[config.mk]
export PLATFORM = sky130hd
export DESIGN_NAME = console_fetch_arbiter
export DESIGN_NICKNAME = d
export VERILOG_FILES = /design/src/rtl/console_fetch_arbiter.sv
export SDC_FILE = /design/constraint.sdc
export NUM_CORES = 1
export LEC_CHECK = 0
export ABC_CLOCK_PERIOD_IN_PS = 4000
export BUFFER_PORTS_ARGS = -buffer_cell sky130_fd_sc_hd__buf_2
export CORE_MARGIN = 2
export CORE_UTILIZATION = 35
export DETAILED_ROUTE_END_ITERATION = 7
export SKIP_CTS_REPAIR_TIMING = 1
export SLEW_MARGIN = 10
export SYNTH_ARGS = -nofsm -noshare
export SYNTH_HDL_FRONTEND = slang
export SYNTH_SLANG_ARGS = --single-unit
[constraint.sdc]
create_clock -name clk -period 4 [get_ports clk]
set_input_delay 0.4 -clock clk [delete_from_list [all_inputs] [get_ports clk]]
set_output_delay 0.4 -clock clk [all_outputs]
set_load 0.03 [all_outputs]
[src/rtl/console_fetch_arbiter.sv]
`default_nettype none
// ============================================================================
// Module  : console_fetch_arbiter
// Brief   : Shares the text-console character RAM between video fetch and CPU.
// Revision: 1.0
// ============================================================================
module console_fetch_arbiter #(
   parameter int COLS  = 40,
   parameter int ROWS  = 30,
   parameter int H_MAX = 799,
   parameter int V_MAX = 524
) (
   input  logic        clk,
   input  logic        rst_n,
   input  logic [9:0]  hpos,
   input  logic [9:0]  vpos,
   input  logic        cpu_req,
   input  logic        cpu_we,
   input  logic [10:0] cpu_addr,
   input  logic [7:0]  cpu_wdata,
   output logic        cpu_ready,
   output logic [7:0]  cpu_rdata,
   output logic        ram_en,
   output logic        ram_we,
   output logic [10:0] ram_addr,
   output logic [7:0]  ram_wdata,
   input  logic [7:0]  ram_rdata,
   output logic [7:0]  char_code
);

   localparam logic [6:0]  COLS_W = 7'(COLS);
   localparam logic [9:0]  LINES  = 10'(ROWS * 16);
   localparam logic [10:0] CELLS  = 11'(COLS * ROWS);
   localparam logic [9:0]  H_WRAP = 10'(H_MAX - 1);
   localparam logic [9:0]  V_LAST = 10'(V_MAX);

   typedef enum logic [1:0] {
      ST_IDLE    = 2'd0,
      ST_CAPTURE = 2'd1,
      ST_DONE    = 2'd2
   } state_t;

   state_t      state;
   state_t      state_nxt;
   logic        slot;
   logic        fetch_issue;
   logic        fetch_pend;
   logic [6:0]  tgt_col;
   logic [9:0]  tgt_line;
   logic [5:0]  tgt_row;
   logic [10:0] tgt_addr;
   logic        grant;
   logic        addr_oor;
   logic        cpu_acc;
   logic        cap_read;
   logic        cap_oor;

   // The slot two pixels before a cell fetches that cell; the last slot of a
   // line looks ahead to column 0 of the next line.
   always_comb begin
      tgt_col  = 7'd0;
      tgt_line = vpos;
      if (hpos == H_WRAP) begin
         tgt_line = (vpos == V_LAST) ? 10'd0 : vpos + 10'd1;
      end else begin
         tgt_col = {1'b0, hpos[9:4]} + 7'd1;
      end
   end

   assign tgt_row     = tgt_line[9:4];
   assign slot        = (hpos[3:0] == 4'd14);
   assign fetch_issue = slot && (tgt_col < COLS_W) && (tgt_line < LINES);

   generate
      if (COLS == 40) begin : g_addr_shift
         assign tgt_addr = {tgt_row, 5'b0} + {2'b0, tgt_row, 3'b0} + {4'b0, tgt_col};
      end else begin : g_addr_mul
         assign tgt_addr = 11'(tgt_row * COLS) + {4'b0, tgt_col};
      end
   endgenerate

   assign addr_oor = (cpu_addr >= CELLS);
   assign cpu_acc  = grant & ~addr_oor;

   always_ff @(posedge clk or negedge rst_n) begin
      if (!rst_n) begin
         state <= ST_IDLE;
      end else begin
         state <= state_nxt;
      end
   end

   always_comb begin
      state_nxt = state;
      grant     = 1'b0;
      case (state)
         ST_IDLE: begin
            if (cpu_req && !slot) begin
               grant     = 1'b1;
               state_nxt = ST_CAPTURE;
            end
         end
         ST_CAPTURE: state_nxt = ST_DONE;
         ST_DONE:    state_nxt = ST_IDLE;
         default:    state_nxt = ST_IDLE;
      endcase
   end

   // Video and CPU can never collide: a grant is suppressed on every slot.
   always_comb begin
      ram_en    = 1'b0;
      ram_we    = 1'b0;
      ram_addr  = 11'd0;
      ram_wdata = 8'd0;
      if (rst_n) begin
         if (fetch_issue) begin
            ram_en   = 1'b1;
            ram_addr = tgt_addr;
         end else if (cpu_acc) begin
            ram_en    = 1'b1;
            ram_we    = cpu_we;
            ram_addr  = cpu_addr;
            ram_wdata = cpu_wdata;
         end
      end
   end

   always_ff @(posedge clk or negedge rst_n) begin
      if (!rst_n) begin
         cap_read   <= 1'b0;
         cap_oor    <= 1'b0;
         cpu_ready  <= 1'b0;
         cpu_rdata  <= 8'h00;
         fetch_pend <= 1'b0;
         char_code  <= 8'h00;
      end else begin
         if (grant) begin
            cap_read <= ~cpu_we;
            cap_oor  <= addr_oor;
         end
         cpu_ready <= (state == ST_CAPTURE);
         if ((state == ST_CAPTURE) && cap_read) begin
            cpu_rdata <= cap_oor ? 8'h00 : ram_rdata;
         end
         fetch_pend <= fetch_issue;
         if (fetch_pend) begin
            char_code <= ram_rdata;
         end
      end
   end

endmodule
`default_nettype wire

After elaboration in Yosys (flattened, before gate mapping) --
Cells that the tools add are included.
Storage, ports and cells: output and inout port bits 38, logic and storage cells 48, register bits 22, bits of input ports 51
Operators by class: bitwise operators 3, add/subtract/negate cells 4, eq/ne operators 5, order comparisons 3, multiplexer cells 20, reductions and logical operators 6
Operator list (number):
- $mux 11 | 3
- $mux 8 | 4
- $eq 10x10->1 const B | 2
- $mux 10 | 2
- $add 11x7->11 | 1
- $add 11x9->11 | 1
- $ge 11x11->1 const B | 1
- $add 10x1->10 const B | 1
- $lt 10x9->1 const B | 1
- $mux 1 | 8
- $add 6x1->7 const B | 1
- $lt 7x6->1 const B | 1
- $mux 7 | 1
- $eq 4x4->1 const B | 1
- $logic_and 1x1->1 | 4
- $pmux 2 s2 | 1
- $eq 2x1->1 const B | 1
- $logic_not 2->1 | 1
- $mux 2 | 1
- $ne 2x2->1 const B | 1
- $not 1->1 | 2
- $and 1x1->1 | 1
- $logic_not 1->1 | 1

Depth between registers and ports, before layout --
depth in word-level cells 9, gate-level depth with buffers 16

Worst setup path after synthesis --
Ideal clock, no wire load.
path kind input to output, start input port hpos[5], end output port ram_addr[9], required time 3.600 ns, slack 0.048 ns, data arrival time 3.552 ns, buffers on the path 0, stages on the path 14, cell sequence inv_1 -> ha_1 -> or3b_4 -> nor4_4 -> and2_2 -> xor2_1 -> fa_1 -> ha_1 -> a21o_1 -> a21oi_1 -> o21bai_1 -> a21oi_1 -> xnor2_1 -> a32o_1
Between the ends: cells in the longest elaborated chain, start to end 7
RTL lines:
- start, declared | line 15 | input logic [9:0] hpos,
- branches (longest 5 deep; another with $add 11x9->11)
- $mux 11 * | line 116 | if (fetch_issue) begin
- $mux 11 * | line 115 | if (rst_n) begin
- end, declared | line 25 | output logic [10:0] ram_addr,
Every way passes the cells marked *.

Worst setup path in the final report --
start input port hpos[5], end output port ram_addr[10]
The elaborated chain is that of the path after synthesis.

==> qor.yml <==
worst_setup_path:
  end_kind: "output port"
  r2r-start: "state[1]"
  path_class: "in -> out"
  cp.arrival_ns: 3.48
  crit_end: "ram_addr[10]"
  worstPathRequired_ns: 3.60
  r2r_end: "cap_oor"
  critPathMaxFanout: 3
  cp-start-kind: "input pin"
  r2r_cells: 5
  cp-startpoint: "hpos[5]"
  rrSetupSlack_ns: 2.76
power:
  p_leak_nw: 1.361
  ir_worst_vdd_mv: 0.2184
  finalPower_w: 0.0009359
  power_density_nw_per_um2: 364.3
die:
  initial_core_util_pct: 36.32
  fp-row-count: 25
  die_area_um2: 5477
  die_y_um: 74.01
  core_area_um2: 4723
  die_w_um: 74.01
  io_pins: 89
synth:
  postSynthCellCount: 184
  synth_common_cells: "dfrtp_1, nand2_1, ha_1"
  synth_seq_cells: 22
  syn_nets: 250
  ys_async_sr_fraction_pct: 100.0
  synth.area.top_cells: "dfrtp_1, ha_1, mux2_2"
  synth.avg_cell_area_um2: 9.323
  ys.flop_type: "dfrtp_1"
  synth_seq_area_share_pct: 32.09
  ys_types: 40
  synth_top_area_share_pct: 32.09
  synth_top_cell_by_area: "dfrtp_1"
  synth_area_um2: 1715
  ys_warn_count: 0
  synth_edf_count: 0
final_layout:
  antenna-diode-count: 0
  drive_gt1_share_pct: 50.87
  fillers: 448
  nets: 356
  area_growth_pct: 49.74
detailed_routing:
  antenna_left: 0
  drt_pass1_iterations: 4
  drtIter0Drc: 31
  vias: 1716
  drc: 0
  wl_per_cell_um: 12.68
  viasPerCell: 4.820
  finalWirelength_um: 4514
placed_design:
  hpwl_um: 3626
  port_buffers: 88
  gp_congestion: 0.7637
timing:
  grt_setup_unrepaired: "true"
  hold_ws_ns: 0.005576
  finClkSkew_ns: 0.001606
  finalSetupViolations: 0
  period_needed_ns: 3.882
  hold_violations: 0
  post-route-period-util_pct: 97.04
  tightest_slew_ns: 0.4335
  fmax_mhz: 257.6
  slew_violations: 0
  max_slew_margin_pct: 71.03
global_routing:
  grt_pass1_wl_um: 7031
  antenna_found_initial: 0
  grt_remaining_overflow: 0
  grt_use_total_pct: 16.15
  grt_max_degree: 33
  grt_pass1_vias: 1611
clocking:
  cts.sink_count: 22
  cts_tree: "done"
  cts-root-buf: "clkbuf_8"
  cts_max_level: 1
  insertion_delay_ns: 0.25
  numCtsBuffers: 3
  clock_path_buffers: 2
  clk_pin_slew_ns: 0.07
job:
  max_cap_viol_count: 0
run_status:
  status: "completed"
hold_path:
  hp-class: "in -> async"
metrics by stage:
| step | setup slack [ns] | cell area (µm²) | util [%] | cells | setup TNS, ns |
|---|---|---|---|---|---|
| after floorplan | 0.04785 | 1715 | - | 184 | 0 |
| after global placement | -0.09541 | 2352 | 49.80 | 351 | -0.2263 |
| after detailed placement | -0.1162 | 2352 | 49.80 | 351 | -0.2800 |
| after CTS | -0.1390 | 2407 | 50.97 | 355 | -0.3759 |
| after global routing | -0.06366 | 2569 | 54.38 | 356 | -0.08656 |
| final | 0.1183 | 2569 | 54.38 | 356 | 0 |
area by class of cell:
type	instances	area, µm²	share of cell area, %
flip-flops and latches	22	550.5	21.43
clock buffers	4	55.05	2.143
multi-input cells	144	1212	47.20
repair buffers	109	626.9	24.40
inverters	10	40.04	1.559
well taps	67	83.83	3.264
routing by layer:
metal / global-route usage (%) / routed length (µm)
met5: 0 / 0
met1: 20.37 / 2022
met4: 3.636 / 16
met3: 1.762 / 152
met2: 29.56 / 2323
logic make-up after synthesis:
logic type | count (synthesis) | synth area share, %
AND/OR/NAND/NOR | 70 | 23.34
AO/OA/AOI/OAI | 36 | 15.03
flip-flops | 22 | 32.09
buffers and inverters | 18 | 4.376
XOR/XNOR | 15 | 7.658
adder cells (fa/ha/maj) | 15 | 12.25
multiplexers | 8 | 5.252
where the power goes:
group / switching (W) / internal, W / leakage (nW)
clock network: 0.0000653 / 0.0000875 / 0.0288
registers: 0.0000310 / 0.000292 / 0.280
logic: 0.000290 / 0.000170 / 1.05
state kept, by name, summed over array words and instances, names as in the netlist:
name        count
cap_oor         1
state           2
char_code       8
cpu_ready       1
cap_read        1
cpu_rdata       8
fetch_pend      1
placed cells by master, fill, tap and decap left out, types with 3 or more instances in the layout:
| cell | instances |
|---|---|
| a21o_1 | 4 |
| a21oi_2 | 3 |
| a32o_1 | 6 |
| a32oi_1 | 3 |
| and3_1 | 11 |
| buf_2 | 84 |
| buf_4 | 21 |
| buf_6 | 3 |
| clkbuf_8 | 4 |
| dfrtp_1 | 22 |
| ha_1 | 8 |
| ha_4 | 4 |
| inv_1 | 6 |
| mux2_2 | 8 |
| nand2_1 | 22 |
| nand3_1 | 6 |
| nor2_1 | 6 |
| nor2b_1 | 6 |
| nor4_1 | 3 |
| o21ai_0 | 9 |
| xnor2_1 | 9 |
worst min-delay path by stage:
stage | slack [ns] | cells past startpoint | from | endpoint
3_3_place_gp | 0.28 | 1 | rst_n | cap_read
6_report | 0.006 | 1 | rst_n | char_code[0]
3_5_place_dp | 0.28 | 1 | rst_n | cap_read
2_1_floorplan | 0.10 | 0 | rst_n | cap_oor
4_1_cts | 0.006 | 1 | rst_n | cap_read
5_1_grt | 0.01 | 1 | rst_n | char_code[0]
worst max-delay path, cell delays in order:
cell      delay (ns)
buf_8           0.10
inv_4           0.04
ha_4            0.10
or3b_4          0.40
nor4_4          0.17
and2_4          0.23
nand2_1         0.10
xnor2_2         0.22
fa_1            0.49
ha_4            0.27
a21o_1          0.16
a21oi_2         0.14
o21bai_1        0.07
a21o_1          0.18
a32o_1          0.26
buf_6           0.14
Power figures use the tool's default switching activity.
